==> config.mk <==
export PLATFORM = sky130hd
export DESIGN_NAME = tlp_tx_arbiter
export DESIGN_NICKNAME = d
export VERILOG_FILES = /design/src/rtl/tlp_tx_arbiter_pkg.sv /design/src/rtl/tlp_rr_picker.sv /design/src/rtl/tlp_tx_arbiter.sv
export SDC_FILE = /design/constraint.sdc
export NUM_CORES = 1
export LEC_CHECK = 0
export ABC_CLOCK_PERIOD_IN_PS = 2100
export CELL_PAD_IN_SITES_DETAIL_PLACEMENT = 1
export CELL_PAD_IN_SITES_GLOBAL_PLACEMENT = 2
export CORE_AREA = 3 3 236 238
export CTS_CLUSTER_DIAMETER = 100
export DETAILED_ROUTE_END_ITERATION = 8
export DIE_AREA = 0 0 239 241
export GPL_TIMING_DRIVEN = 0
export PLACE_DENSITY = 0.76
export SYNTH_ARGS = -nofsm -noshare
export SYNTH_HDL_FRONTEND = slang
export SYNTH_SLANG_ARGS = --single-unit
export TNS_END_PERCENT = 30
==> constraint.sdc <==
create_clock -name axi_clk -period 2.1 [get_ports axi_clk]
set_clock_uncertainty 0.2 [all_clocks]
set_input_delay 0.42 -clock axi_clk [delete_from_list [all_inputs] [get_ports axi_clk]]
set_output_delay 0.42 -clock axi_clk [all_outputs]
set_load 0.05 [all_outputs]
==> src/rtl/tlp_tx_arbiter_pkg.sv <==
`default_nettype none
// ============================================================================
// Module      : tlp_tx_arbiter_pkg
// Description : Shared field widths, arbiter state encoding and the
//               TLP-length-to-beat-count helper for the TX TLP arbiter.
// Revision    : 1.0 - initial release
// ============================================================================
package tlp_tx_arbiter_pkg;

    localparam int C_FMT_W   = 7;
    localparam int C_LEN_W   = 10;
    localparam int C_TID_W   = 24;
    localparam int C_BC_W    = 13;
    localparam int C_LADDR_W = 7;
    localparam int C_ADDR_W  = 64;
    localparam int C_BE_W    = 8;
    localparam int C_ATTR_W  = 2;
    // 512 beats is the largest TLP (1024 DW at 2 DW per beat)
    localparam int C_BEATS_W = 10;

    localparam logic [1:0] C_ST_IDLE  = 2'd0;
    localparam logic [1:0] C_ST_GRANT = 2'd1;
    localparam logic [1:0] C_ST_XFER  = 2'd2;

    typedef enum logic [1:0] {
        IDLE  = C_ST_IDLE,
        GRANT = C_ST_GRANT,
        XFER  = C_ST_XFER
    } arb_state_e;

    // Beats needed on a 2-DW bus. Header-only TLPs (fmt bit 6 clear) still
    // occupy one beat; a length field of 0 encodes 1024 DW.
    function automatic logic [C_BEATS_W-1:0] len_to_beats(
        input logic [C_FMT_W-1:0] fmt_type,
        input logic [C_LEN_W-1:0] len
    );
        logic [C_LEN_W:0] w_len;
        if (!fmt_type[6]) begin
            return C_BEATS_W'(1);
        end
        w_len = (len == '0) ? 11'd1024 : {1'b0, len};
        return C_BEATS_W'((w_len + 11'd1) >> 1);
    endfunction

endpackage
`default_nettype wire

==> src/rtl/tlp_rr_picker.sv <==
`default_nettype none
// ============================================================================
// Module      : tlp_rr_picker
// Description : Combinational round-robin priority encoder. The search for a
//               requester starts at (i_last_winner + 1) mod NUMB_MASTER.
// Ports       : i_req          - request vector
//               i_last_winner  - index of the previous winner
//               o_grant_onehot - one-hot selected requester
//               o_grant_idx    - index of the selected requester
//               o_any_req      - at least one request is set
// Revision    : 1.0 - initial release
// ============================================================================
module tlp_rr_picker #(
    parameter int NUMB_MASTER = 2,
    parameter int IDX_W       = (NUMB_MASTER > 1) ? $clog2(NUMB_MASTER) : 1
) (
    input  logic [NUMB_MASTER-1:0] i_req,
    input  logic [IDX_W-1:0]       i_last_winner,
    output logic [NUMB_MASTER-1:0] o_grant_onehot,
    output logic [IDX_W-1:0]       o_grant_idx,
    output logic                   o_any_req
);

    logic [IDX_W-1:0] w_cand;

    // Walk the rotated order from lowest priority to highest so the last
    // hit written is the highest-priority requester.
    always_comb begin
        o_grant_onehot = '0;
        o_grant_idx    = '0;
        o_any_req      = |i_req;
        w_cand         = '0;
        for (int i = NUMB_MASTER - 1; i >= 0; i--) begin
            w_cand = IDX_W'((int'(i_last_winner) + 1 + i) % NUMB_MASTER);
            if (i_req[w_cand]) begin
                o_grant_onehot         = '0;
                o_grant_onehot[w_cand] = 1'b1;
                o_grant_idx            = w_cand;
            end
        end
    end

endmodule
`default_nettype wire

==> src/rtl/tlp_tx_arbiter.sv <==
`default_nettype none
// ============================================================================
// Module      : tlp_tx_arbiter
// Description : Round-robin arbiter between NUMB_MASTER TLP masters. The
//               winner's header is latched onto tx_* and its data beats are
//               passed combinationally onto one TX stream with SOF/EOF
//               framing. Grant is held until the last beat is accepted.
// Ports       : axi_clk / axi_reset_n (async, active-low)
//               cfg_bus_mast_en          - gates new grants
//               tlp_*  (per master)      - request/grant, header, data, flow ctl
//               tx_*                     - muxed TX TLP stream, active-low ctl
//               stat_pkt_cnt             - per-master completed TLP count
//                                          (only with TLP_TX_ARBITER_STATS_EN)
// Revision    : 1.0 - initial release
// ============================================================================
module tlp_tx_arbiter
    import tlp_tx_arbiter_pkg::*;
#(
    parameter int NUMB_MASTER = 2,
    parameter int DATA_WIDTH  = 64
) (
    input  logic                             axi_clk,
    input  logic                             axi_reset_n,
    input  logic                             cfg_bus_mast_en,
    input  logic [NUMB_MASTER-1:0]           tlp_req_to_send,
    output logic [NUMB_MASTER-1:0]           tlp_grant,
    input  logic [NUMB_MASTER*C_FMT_W-1:0]   tlp_fmt_type,
    input  logic [NUMB_MASTER*C_LEN_W-1:0]   tlp_length_in_dw,
    input  logic [NUMB_MASTER-1:0]           tlp_src_rdy_n,
    output logic [NUMB_MASTER-1:0]           tlp_dst_rdy_n,
    input  logic [NUMB_MASTER*DATA_WIDTH-1:0] tlp_data,
    input  logic [NUMB_MASTER*C_ADDR_W-1:0]  tlp_address,
    input  logic [NUMB_MASTER*C_BE_W-1:0]    tlp_ldwbe_fdwbe,
    input  logic [NUMB_MASTER*C_ATTR_W-1:0]  tlp_attr,
    input  logic [NUMB_MASTER*C_TID_W-1:0]   tlp_transaction_id,
    input  logic [NUMB_MASTER*C_BC_W-1:0]    tlp_byte_count,
    input  logic [NUMB_MASTER*C_LADDR_W-1:0] tlp_lower_address,
    output logic [C_FMT_W-1:0]               tx_fmt_type,
    output logic [C_LEN_W-1:0]               tx_length_in_dw,
    output logic [C_ADDR_W-1:0]              tx_address,
    output logic [C_BE_W-1:0]                tx_ldwbe_fdwbe,
    output logic [C_ATTR_W-1:0]              tx_attr,
    output logic [C_TID_W-1:0]               tx_transaction_id,
    output logic [C_BC_W-1:0]                tx_byte_count,
    output logic [C_LADDR_W-1:0]             tx_lower_address,
    output logic [DATA_WIDTH-1:0]            tx_data,
    output logic                             tx_sof_n,
    output logic                             tx_eof_n,
    output logic                             tx_src_rdy_n,
    input  logic                             tx_dst_rdy_n
`ifdef TLP_TX_ARBITER_STATS_EN
    ,
    output logic [NUMB_MASTER*32-1:0]        stat_pkt_cnt
`endif
);

    localparam int IDX_W = $clog2(NUMB_MASTER);

    arb_state_e              r_state;
    logic [NUMB_MASTER-1:0]  r_grant;
    logic [IDX_W-1:0]        r_winner;
    logic [IDX_W-1:0]        r_last_winner;
    logic [C_BEATS_W-1:0]    r_beats_left;
    logic                    r_sof_pending;
    logic                    r_hdr_only;
    logic [C_FMT_W-1:0]      r_fmt_type;
    logic [C_LEN_W-1:0]      r_length_in_dw;
    logic [C_ADDR_W-1:0]     r_address;
    logic [C_BE_W-1:0]       r_ldwbe_fdwbe;
    logic [C_ATTR_W-1:0]     r_attr;
    logic [C_TID_W-1:0]      r_transaction_id;
    logic [C_BC_W-1:0]       r_byte_count;
    logic [C_LADDR_W-1:0]    r_lower_address;

    logic [NUMB_MASTER-1:0]  w_pick_onehot;
    logic [IDX_W-1:0]        w_pick_idx;
    logic                    w_any_req;
    logic                    w_xfer;
    logic                    w_accept;
    logic                    w_last;
    logic [C_FMT_W-1:0]      w_sel_fmt;
    logic [C_LEN_W-1:0]      w_sel_len;
    int                      w_wi;

    tlp_rr_picker #(
        .NUMB_MASTER (NUMB_MASTER),
        .IDX_W       (IDX_W)
    ) u_picker (
        .i_req          (tlp_req_to_send),
        .i_last_winner  (r_last_winner),
        .o_grant_onehot (w_pick_onehot),
        .o_grant_idx    (w_pick_idx),
        .o_any_req      (w_any_req)
    );

    assign w_wi      = int'(r_winner);
    assign w_sel_fmt = tlp_fmt_type[w_wi*C_FMT_W +: C_FMT_W];
    assign w_sel_len = tlp_length_in_dw[w_wi*C_LEN_W +: C_LEN_W];

    // Data path is purely combinational during XFER; header-only TLPs do not
    // wait on the master's src_rdy since there is no payload to supply.
    assign w_xfer       = (r_state == XFER);
    assign tx_src_rdy_n = w_xfer ? (r_hdr_only ? 1'b0 : tlp_src_rdy_n[r_winner]) : 1'b1;
    assign w_accept     = w_xfer && !tx_src_rdy_n && !tx_dst_rdy_n;
    assign w_last       = (r_beats_left == C_BEATS_W'(1));
    assign tx_sof_n     = !(w_xfer && r_sof_pending);
    assign tx_eof_n     = !(w_xfer && w_last);
    assign tx_data      = (w_xfer && !r_hdr_only) ? tlp_data[w_wi*DATA_WIDTH +: DATA_WIDTH] : '0;

    always_comb begin
        tlp_dst_rdy_n = '1;
        if (w_xfer) begin
            tlp_dst_rdy_n[r_winner] = tx_dst_rdy_n;
        end
    end

    always_ff @(posedge axi_clk or negedge axi_reset_n) begin
        if (!axi_reset_n) begin
            r_state          <= IDLE;
            r_grant          <= '0;
            r_winner         <= '0;
            // Previous winner = last master, so master 0 is searched first
            r_last_winner    <= IDX_W'(NUMB_MASTER - 1);
            r_beats_left     <= '0;
            r_sof_pending    <= 1'b0;
            r_hdr_only       <= 1'b0;
            r_fmt_type       <= '0;
            r_length_in_dw   <= '0;
            r_address        <= '0;
            r_ldwbe_fdwbe    <= '0;
            r_attr           <= '0;
            r_transaction_id <= '0;
            r_byte_count     <= '0;
            r_lower_address  <= '0;
        end else begin
            case (r_state)
                IDLE: begin
                    if (cfg_bus_mast_en && w_any_req) begin
                        r_grant  <= w_pick_onehot;
                        r_winner <= w_pick_idx;
                        r_state  <= GRANT;
                    end
                end
                GRANT: begin
                    r_fmt_type       <= w_sel_fmt;
                    r_length_in_dw   <= w_sel_len;
                    r_address        <= tlp_address[w_wi*C_ADDR_W +: C_ADDR_W];
                    r_ldwbe_fdwbe    <= tlp_ldwbe_fdwbe[w_wi*C_BE_W +: C_BE_W];
                    r_attr           <= tlp_attr[w_wi*C_ATTR_W +: C_ATTR_W];
                    r_transaction_id <= tlp_transaction_id[w_wi*C_TID_W +: C_TID_W];
                    r_byte_count     <= tlp_byte_count[w_wi*C_BC_W +: C_BC_W];
                    r_lower_address  <= tlp_lower_address[w_wi*C_LADDR_W +: C_LADDR_W];
                    r_beats_left     <= len_to_beats(w_sel_fmt, w_sel_len);
                    r_hdr_only       <= !w_sel_fmt[6];
                    r_sof_pending    <= 1'b1;
                    r_state          <= XFER;
                end
                XFER: begin
                    if (w_accept) begin
                        r_beats_left  <= r_beats_left - C_BEATS_W'(1);
                        r_sof_pending <= 1'b0;
                        if (w_last) begin
                            r_grant       <= '0;
                            r_last_winner <= r_winner;
                            r_state       <= IDLE;
                        end
                    end
                end
                default: r_state <= IDLE;
            endcase
        end
    end

    assign tlp_grant         = r_grant;
    assign tx_fmt_type       = r_fmt_type;
    assign tx_length_in_dw   = r_length_in_dw;
    assign tx_address        = r_address;
    assign tx_ldwbe_fdwbe    = r_ldwbe_fdwbe;
    assign tx_attr           = r_attr;
    assign tx_transaction_id = r_transaction_id;
    assign tx_byte_count     = r_byte_count;
    assign tx_lower_address  = r_lower_address;

`ifdef TLP_TX_ARBITER_STATS_EN
    for (genvar m = 0; m < NUMB_MASTER; m++) begin : g_stat
        logic [31:0] r_pkt_cnt;
        always_ff @(posedge axi_clk or negedge axi_reset_n) begin
            if (!axi_reset_n) begin
                r_pkt_cnt <= '0;
            end else if (w_accept && w_last && (r_winner == IDX_W'(m))) begin
                r_pkt_cnt <= r_pkt_cnt + 32'd1;
            end
        end
        assign stat_pkt_cnt[m*32 +: 32] = r_pkt_cnt;
    end
`else
    // Statistics counters are not built in this configuration.
`endif

endmodule
`default_nettype wire

==> results.json <==
{
  "outcome": "complete, but fails checks",
  "violations": "setup timing",
  "grt-ovfl-total": 0,
  "num_rows": 85,
  "min_path_type": "flip-flop to flip-flop",
  "p_leak_uw": 0.00828,
  "chipWidth_um": 239,
  "period_share": 1.27,
  "drv_cap": 0,
  "cp.required_ps": 1480,
  "postRouteAntennaNets": 0,
  "syn_inst": 891,
  "grt_pass1_vias": 10410,
  "ys.flop_type": "dfrtp_1",
  "internal_power_uw": 14400,
  "seqPwrFrac": 0.178,
  "slew_violations": 0,
  "syn_area_sq_um": 8560,
  "die_h_um": 241,
  "numPortBuffers": 611,
  "yosysUniqueCellTypes": 57,
  "critPathLaunchType": "flip-flop",
  "grt_max_degree": 93,
  "dp_hpwl_um": 37700,
  "vias_per_cell": 4.16,
  "yosysWarnings": 0,
  "grt_antenna_before_repair": 5,
  "dieArea_sq_um": 57600,
  "syn_area_per_cell_sq_um": 9.61,
  "rsz0062_at_grt": "true",
  "clk_pin_slew_ps": 80,
  "setup_slack_ps": -574,
  "area_growth_pct": 120,
  "drt-pass1-iter-count": 4,
  "drt-initial-drc-count": 254,
  "crit_path_max_fanout": 2,
  "num_io_pins": 612,
  "core_sq_um": 53800,
  "htree_levels": 4,
  "hold_viol": 0,
  "numCtsBuffers": 17,
  "max_freq_ghz": 0.374,
  "drive_gt1_frac": 0.234,
  "slew_headroom": 0.597,
  "gp_congestion": 0.820,
  "share_clk_of_total_power": 0.102,
  "critPathArrivalTime_ps": 2050,
  "crit_path_end_kind": "primary output",
  "num_vias": 9467,
  "avgRoutedWirePerCell_um": 21.3,
  "whs_ps": 273,
  "clock-sinks": 153,
  "fin_nets": 1973,
  "vdd.ir_drop.worst_uv": 554,
  "start_util": 0.159,
  "totalWireLength_um": 48500,
  "synth_edf_count": 0,
  "fin_crit_ps": 2670,
  "sw_frac_of_total": 0.509,
  "clock_latency_ps": 470,
  "grt_usage": 0.161,
  "powerDensity_nw_per_um2": 1560,
  "grt_pass1_wl_um": 68400,
  "cts_tree": "built",
  "drc": 0,
  "p_total_uw": 29400,
  "fill_cells": 5951,
  "synthArstFlopShare": 1.00,
  "cts_root_buf": "clkbuf_16",
  "ys_seq_area_frac": 0.447,
  "combinationalPowerShare": 0.720,
  "power.switching_uw": 15000,
  "clock_path_buffers": 2,
  "synth_nets": 1301,
  "setup_viol": 76,
  "worst_slew_pin_slew_ps": 607,
  "place_worst_setup_slack_ps": -1240,
  "ys_ff_latch": 153,
  "fin_setup_tns_ps": -33710,
  "timing.setup.critical_path_class": "flip-flop to primary output"
}
-- path summary, 6_finish.rpt --
path | from | to | slack, ps | depth (start not counted)
max | r_beats_left[6]$_DFFE_PN0P_ | tx_eof_n | -570 | 5
min | tx_address[46]$_DFFE_PN0P_ | tx_address[46]$_DFFE_PN0P_ | 270 | 2
max reg2reg | r_winner$_DFFE_PN0P_ | r_beats_left[5]$_DFFE_PN0P_ | -440 | 12
min reg2reg | tx_address[46]$_DFFE_PN0P_ | tx_address[46]$_DFFE_PN0P_ | 270 | 2
max in group asynchronous | axi_reset_n | tx_ldwbe_fdwbe[5]$_DFFE_PN0P_ | 530 | 3
min in group asynchronous | axi_reset_n | tx_address[56]$_DFFE_PN0P_ | 290 | 2
-- synthesized netlist by cell type (2+ instances only) --
library cell	instances	area, sq um
mux2i_1	198	1980
nand2_1	156	586
dfrtp_1	152	3800
o21ai_0	142	711
nor2_1	74	278
buf_2	20	100
clkbuf_1	18	67.6
buf_4	17	128
nand3_1	10	50.1
buf_6	8	90.1
inv_1	7	26.3
nor3_1	7	35.0
a21oi_1	6	30.0
xnor2_1	6	52.6
ha_1	4	50.1
nand4_1	4	25.0
nor4_1	4	25.0
o221ai_1	4	35.0
nand3b_1	3	22.5
o211ai_1	3	22.5
or2_2	3	18.8
or3_1	3	18.8
a22oi_1	2	15.0
buf_1	2	7.51
mux2_2	2	22.5
mux2i_2	2	27.5
nand2b_1	2	12.5
o22ai_1	2	12.5
xor2_1	2	17.5
-- through the flow --
| step | utilization | cells | cell area (sq um) |
|---|---|---|---|
| floorplan | - | 891 | 9140 |
| global placement | 0.300 | 2198 | 16100 |
| detailed placement | 0.300 | 2199 | 16200 |
| CTS | 0.338 | 2267 | 18200 |
| global route | 0.350 | 2273 | 18900 |
| finish | 0.350 | 2274 | 18900 |
-- routing by layer --
| layer | GRT usage | share of wire | routed length, um |
|---|---|---|---|
| met1 | 0.187 | 0.39 | 18800 |
| met2 | 0.292 | 0.53 | 25700 |
| met3 | 0.0446 | 0.066 | 3220 |
| met4 | 0.0407 | 0.015 | 721 |
| met5 | 0 | 0.00035 | 17 |
-- worst max-delay path, cell delays in order, from the launching register on --
cell	delay (ps)
dfrtp_1	400
or3_4	410
nor3_4	140
nand4b_1	190
or2_4	280
buf_6	150
-- cell families (layout without fill, tap and decap cells) --
kind of cell / Yosys count / after routing / share of synthesized area
AO/OA/AOI/OAI: 170 / 170 / 0.109
multiplexers: 203 / 203 / 0.239
XOR/XNOR: 8 / 8 / 0.00819
adder cells (fa/ha/maj): 4 / 4 / 0.00585
buffers and inverters: 72 / 756 / 0.0490
flip-flops: 153 / 153 / 0.447
other: 0 / 3 / 0
AND/OR/NAND/NOR: 281 / 281 / 0.142
-- area by class of cell --
type,instances,area (sq um),share of cell area
repair buffers,657,7130,0.378
well taps,696,871,0.0462
flip-flops and latches,153,3830,0.203
clock inverters,11,87.6,0.00464
inverters,7,26.3,0.00139
diodes,3,7.51,0.000398
multi-input cells,666,5730,0.304
clock buffers,20,457,0.0242
plain buffers,61,708,0.0376
-- layout by cell type, fill, tap and decap left out, types with 40 or more instances in the layout --
| master | Yosys | layout |
|---|---|---|
| clkdlybuf4s50_1 | 0 | 404 |
| buf_8 | 0 | 65 |
| dlygate4sd2_1 | 0 | 93 |
| mux2i_4 | 0 | 64 |
| nand2_1 | 156 | 153 |
| dlymetal6s2s_1 | 0 | 40 |
| nor2_4 | 0 | 66 |
| dfrtp_1 | 152 | 149 |
| mux2i_1 | 198 | 127 |
| o21ai_0 | 142 | 140 |
-- flip-flops by register name, summed over array words and instances (netlist names) --
register	flops
tx_lower_address	7
r_last_winner	1
r_beats_left	10
tx_fmt_type	7
tx_byte_count	13
tx_attr	2
tx_transaction_id	24
r_hdr_only	1
tx_address	64
tlp_grant	2
r_sof_pending	1
tx_length_in_dw	10
tx_ldwbe_fdwbe	8
r_state	2
r_winner	1
-- power by group through the flow --
stage	sequential (uW)	combinational (uW)	clock, uW
2_1_floorplan	9750	7060	0
3_3_place_gp	5240	17900	0
3_5_place_dp	5320	18100	0
4_1_cts	5240	20600	3100
5_1_grt	5450	22300	3220
6_report	5230	21200	2990
-- repair_timing --
item / in CTS / in global routing
setup buffers: 26 / 3
hold buffers: 1 / 0
cloned: 11 / 5
endpoints found under the setup margin: 354 / 221
pin swaps: 25 / 56
resized for setup: 811 / 136
hold endpoints to repair: 60 / 0
(Power assumes the default switching activity.)
==> RTL edit 1, RTL diff (config.mk and constraints unchanged) <==
`C_BE_W`: 8 -> 12.
--- a/src/rtl/tlp_tx_arbiter_pkg.sv
+++ b/src/rtl/tlp_tx_arbiter_pkg.sv
@@ -13,7 +13,7 @@
     localparam int C_BC_W    = 13;
     localparam int C_LADDR_W = 7;
     localparam int C_ADDR_W  = 64;
-    localparam int C_BE_W    = 8;
+    localparam int C_BE_W    = 12;
     localparam int C_ATTR_W  = 2;
     // 512 beats is the largest TLP (1024 DW at 2 DW per beat)
     localparam int C_BEATS_W = 10;
Interface: changed (resized tlp_ldwbe_fdwbe and tx_ldwbe_fdwbe); port bits go from 612 to 624. The function was not compared with the original's and may differ.
==> RTL edit 1 against the original RTL <==
- sequential cell count is 4 higher
- highest routed layer unchanged
- routed wire length is 0.93% lower
- the flow still finishes with violations (setup timing)
- largest power group unchanged
- area after synthesis is 0.13% lower
- total power shrank 8.0%
- setup slack lost 0.0027 ns
- critical endpoint is now tx_data[17]
- final cell count increased by 0.22%
- combinational power fell by 13%
- largest cell class unchanged
- cell area fell by 5.3%
==> RTL edit 1: results (changes against the original RTL) <==
WP data arrival=2.06 ns; Vias/cell=4.170 (was 4.163); Reg clk slew, reported paths=0.07 ns; DRT Wirelength=48040 um (was 48490 um); worst setup margin=-0.5769 ns (was -0.5742 ns); Slew headroom=52.96% (was 59.69%); synth cell count leaders=202 x mux2i_1, 156 x dfrtp_1, 151 x nand2_1 (was 198 x mux2i_1, 156 x nand2_1, 152 x dfrtp_1); global-route wire length before repair=66830 um (was 68390 um); vias in the first global route=10.35k (was 10.41k); Placed Instances=2220 (was 2199); # H-tree levels=4 (unchanged); routed wire length per instance=21.08 um (was 21.32 um); failing checks=setup timing (unchanged); Buffers on Ports=623 (was 611); pre-CTS setup slack=-1.087 ns (was -1.236 ns); routability cong.=0.7942 (was 0.8203); max incr delay on CP=0.41 ns (about the same); worst-skew pair later-pin latency=0.45 ns (was 0.47 ns); maximum vdd drop=465.1 uV (was 554.3 uV); outcome=finished with violations (unchanged); static leakage=7.698 nW (was 8.284 nW); DP Wirelength=38750 um (was 37660 um); Crit-path slowest cell=dfrtp_1 (was or3_4); syn_nets=1318 (was 1301); Yosys warning total=0 (unchanged); Max FO, Critical Path=5 (was 2); Hold Crit Class=flip-flop to flip-flop (unchanged); Net Sw Frac=52.70% (was 50.95%); largest net degree at the start of global routing=88 (was 93); share of cells above drive strength 1=20.16% (was 23.43%); Root Buffer=clkbuf_16 (unchanged); leading post-synthesis cells by cell area=dfrtp_1 46%, mux2i_1 24%, o21ai_0 8.7% (was dfrtp_1 44%, mux2i_1 23%, o21ai_0 8.3%); GRT Util Overall=15.78% (was 16.09%); Largest register FFs=64 (unchanged); sequential area share after synthesis=45.97% (was 44.74%); antenna violations before repair=6 (was 5); Final setup viols=75 (was 76); TritonCTS Buffers=17 (unchanged); Mapped Cells=900 (was 891); prevailing post-synth register cell=dfrtp_1 (unchanged); fillers=6111 (was 5951); Clock Tree Buf Depth=2 (unchanged); drt pass-1 iters=4 (unchanged); layout net count=1987 (was 1973); Cell variety after synth=53 (was 57); asr flop ratio synth=100.0% (unchanged); DR iter-0 viols=289 (was 254)
RTL edit 1: path summary, 6_finish.rpt:
path	start	end	slack, ns	cells after the start
worst max-delay path	r_state[0]	tx_data[17]	-0.58	7
max in group asynchronous	axi_reset_n	r_last_winner	0.47	3
worst min register to register	tx_address[24]	tx_address[24]	0.27	2
worst min-delay path	tx_address[24]	tx_address[24]	0.27	2
min in group asynchronous	axi_reset_n	tx_address[51]	0.36	2
worst max register to register	r_winner	r_beats_left[7]	-0.26	11
RTL edit 1: kinds of logic after synthesis:
kind of cell | count (synthesis) | share of synthesized area, %
buf+inv | 74 | 3.732
compound gates | 181 | 11.53
flops | 157 | 45.97
fa+ha+maj | 4 | 0.5855
mux | 203 | 23.79
xor+xnor | 7 | 0.7172
simple gates | 274 | 13.67
RTL edit 1: per-stage QoR:
stage	utilization [%]	setup TNS (ns)	instance area (um2)
after floorplan	-	-4.370	9223
after global placement	30.34	-1179.43	16330
final	33.19	-35.06	17860
after global routing	33.19	-44.22	17860
after detailed placement	30.40	-147.31	16360
after CTS	32.59	-43.05	17540
RTL edit 1: what timing repair did:
action | 4_1_cts | 5_1_grt
pin swaps | 7 | 4
resized for setup | 749 | 106
cloned | 4 | 4
hold endpoints to repair | 86 | 0
endpoints found under the setup margin | 359 | 201
buffers inserted | 14 | 4
hold buffers | 1 | 0
RTL edit 1: layer usage:
| metal | GRT usage (%) | part of all wire (%) | vias to the layer above |
|---|---|---|---|
| li1 | - | - | 4473 |
| met1 | 16.35 | 37 | 4585 |
| met2 | 29.83 | 53 | 388 |
| met3 | 5.725 | 8.3 | 48 |
| met4 | 4.526 | 2.0 | 10 |
| met5 | 0 | 0.14 | - |
RTL edit 1: final cells by class:
class                   count  area, um2  share of cell area [%]
repair buffers            651       6556                   36.70
multi-input cells         669       5156                   28.86
flip-flops and latches    157       3931                   22.01
well taps                 696      870.8                   4.875
plain buffers              66      748.2                   4.189
clock buffers              18      429.2                   2.402
clock inverters            14      142.6                  0.7985
inverters                   7      26.28                  0.1471
diodes                      1      2.502                 0.01401
RTL edit 1: power by group through the flow:
| stage | combinational, W | sequential (W) | clock [W] |
|---|---|---|---|
| 2_1_floorplan | 0.00678 | 0.00999 | 0 |
| 3_3_place_gp | 0.0177 | 0.00538 | 0 |
| 3_5_place_dp | 0.0179 | 0.00544 | 0 |
| 4_1_cts | 0.0183 | 0.00536 | 0.00329 |
| 5_1_grt | 0.0196 | 0.00554 | 0.00340 |
| 6_report | 0.0185 | 0.00534 | 0.00317 |
RTL edit 1: critical path: cells and delay by family (launching register included):
| family | cells | cell delay, ns |
|---|---|---|
| buffers and inverters | 4 | 0.64 |
| DFF | 1 | 0.41 |
| and+or+nand+nor | 3 | 0.55 |
==> RTL edit 2, RTL diff (same settings) <==
Made on the original files. Add an input register stage for `cfg_bus_mast_en`; this delays it by one clock. The other inputs are not delayed to match.
--- a/src/rtl/tlp_tx_arbiter.sv
+++ b/src/rtl/tlp_tx_arbiter.sv
@@ -56,6 +56,12 @@
 
     localparam int IDX_W = $clog2(NUMB_MASTER);
 
+    logic cfg_bus_mast_en_q;
+
+    always_ff @(posedge axi_clk) begin
+        cfg_bus_mast_en_q <= cfg_bus_mast_en;
+    end
+
     arb_state_e              r_state;
     logic [NUMB_MASTER-1:0]  r_grant;
     logic [IDX_W-1:0]        r_winner;
@@ -135,7 +141,7 @@
         end else begin
             case (r_state)
                 IDLE: begin
-                    if (cfg_bus_mast_en && w_any_req) begin
+                    if (cfg_bus_mast_en_q && w_any_req) begin
                         r_grant  <= w_pick_onehot;
                         r_winner <= w_pick_idx;
                         r_state  <= GRANT;
Function: changed (Yosys sat finds a counterexample within 4 cycles, from zero or initial values and one cycle with axi_reset_n low).
==> RTL edit 2 against the original RTL <==
- routed wire length is 6.0% higher
- setup slack improved by 0.072 ns
- total power increased by 2.2%
- sequential cell count increased by 1
- highest routed layer unchanged
- clock power increased by 11%
- via count increased by 2.6%
- cell area is 1.3% higher
- the flow still finishes with violations (setup timing)
- area after synthesis shrank 1.4%
==> RTL edit 2: results (changes against the original RTL) <==
outcome=finished with violations (unchanged); failing checks=setup timing (unchanged); vias in the first global route=10.20k (was 10.41k); clock-cell share of area=3.256% (was 2.887%); cts repair resizes=633 (was 811); routability cong.=0.7761 (was 0.8203); Final setup viols=76 (unchanged); Mapped Cells=893 (was 891); ant diodes=1 (was 3); M1 GR Usage=16.75% (was 18.71%); syn_nets=1303 (was 1301); Hold Crit Class=input pin to flip-flop (was flip-flop to flip-flop); fillers=5920 (was 5951); static leakage=9.234 nW (was 8.284 nW); met3 Resource Use GR=4.891% (was 4.457%); share of cells above drive strength 1=23.92% (was 23.43%); clock sinks=154 (was 153); maximum vdd drop=747.1 uV (was 554.3 uV); worst setup margin=-0.5022 ns (was -0.5742 ns); setup TNS=-28.27 ns (was -33.71 ns); GRT Util Overall=16.21% (was 16.09%); Placed Instances=2201 (was 2199); pre-CTS setup slack=-1.542 ns (was -1.236 ns); Hold Worst Slack=0.2252 ns (was 0.2731 ns); Final Power=0.03003 W (was 0.02937 W); largest net degree at the start of global routing=107 (was 93)
RTL edit 2: cell count changes in the layout (fill, tap and decap cells not counted), moves of 12 or more:
cell	before	now
nor2_2	0	12
buf_6	21	41
buf_4	29	45
dlygate4sd2_1	93	0
buf_8	65	39
o21ai_0	140	8
buf_12	7	21
dlymetal6s2s_1	40	138
mux2i_4	64	50
o21ai_1	1	131
buf_16	22	5
RTL edit 2: logic make-up (layout without fill, tap and decap cells):
| group | count (synthesis) | count (layout) | synth area share [%] |
|---|---|---|---|
| buf+inv | 72 | 772 | 3.913 |
| mux | 202 | 202 | 24.00 |
| flops | 154 | 154 | 45.61 |
| compound gates | 171 | 171 | 11.00 |
| fa+ha+maj | 4 | 4 | 0.5929 |
| simple gates | 282 | 282 | 14.07 |
| other cells | 0 | 1 | 0 |
| xor+xnor | 8 | 8 | 0.8300 |
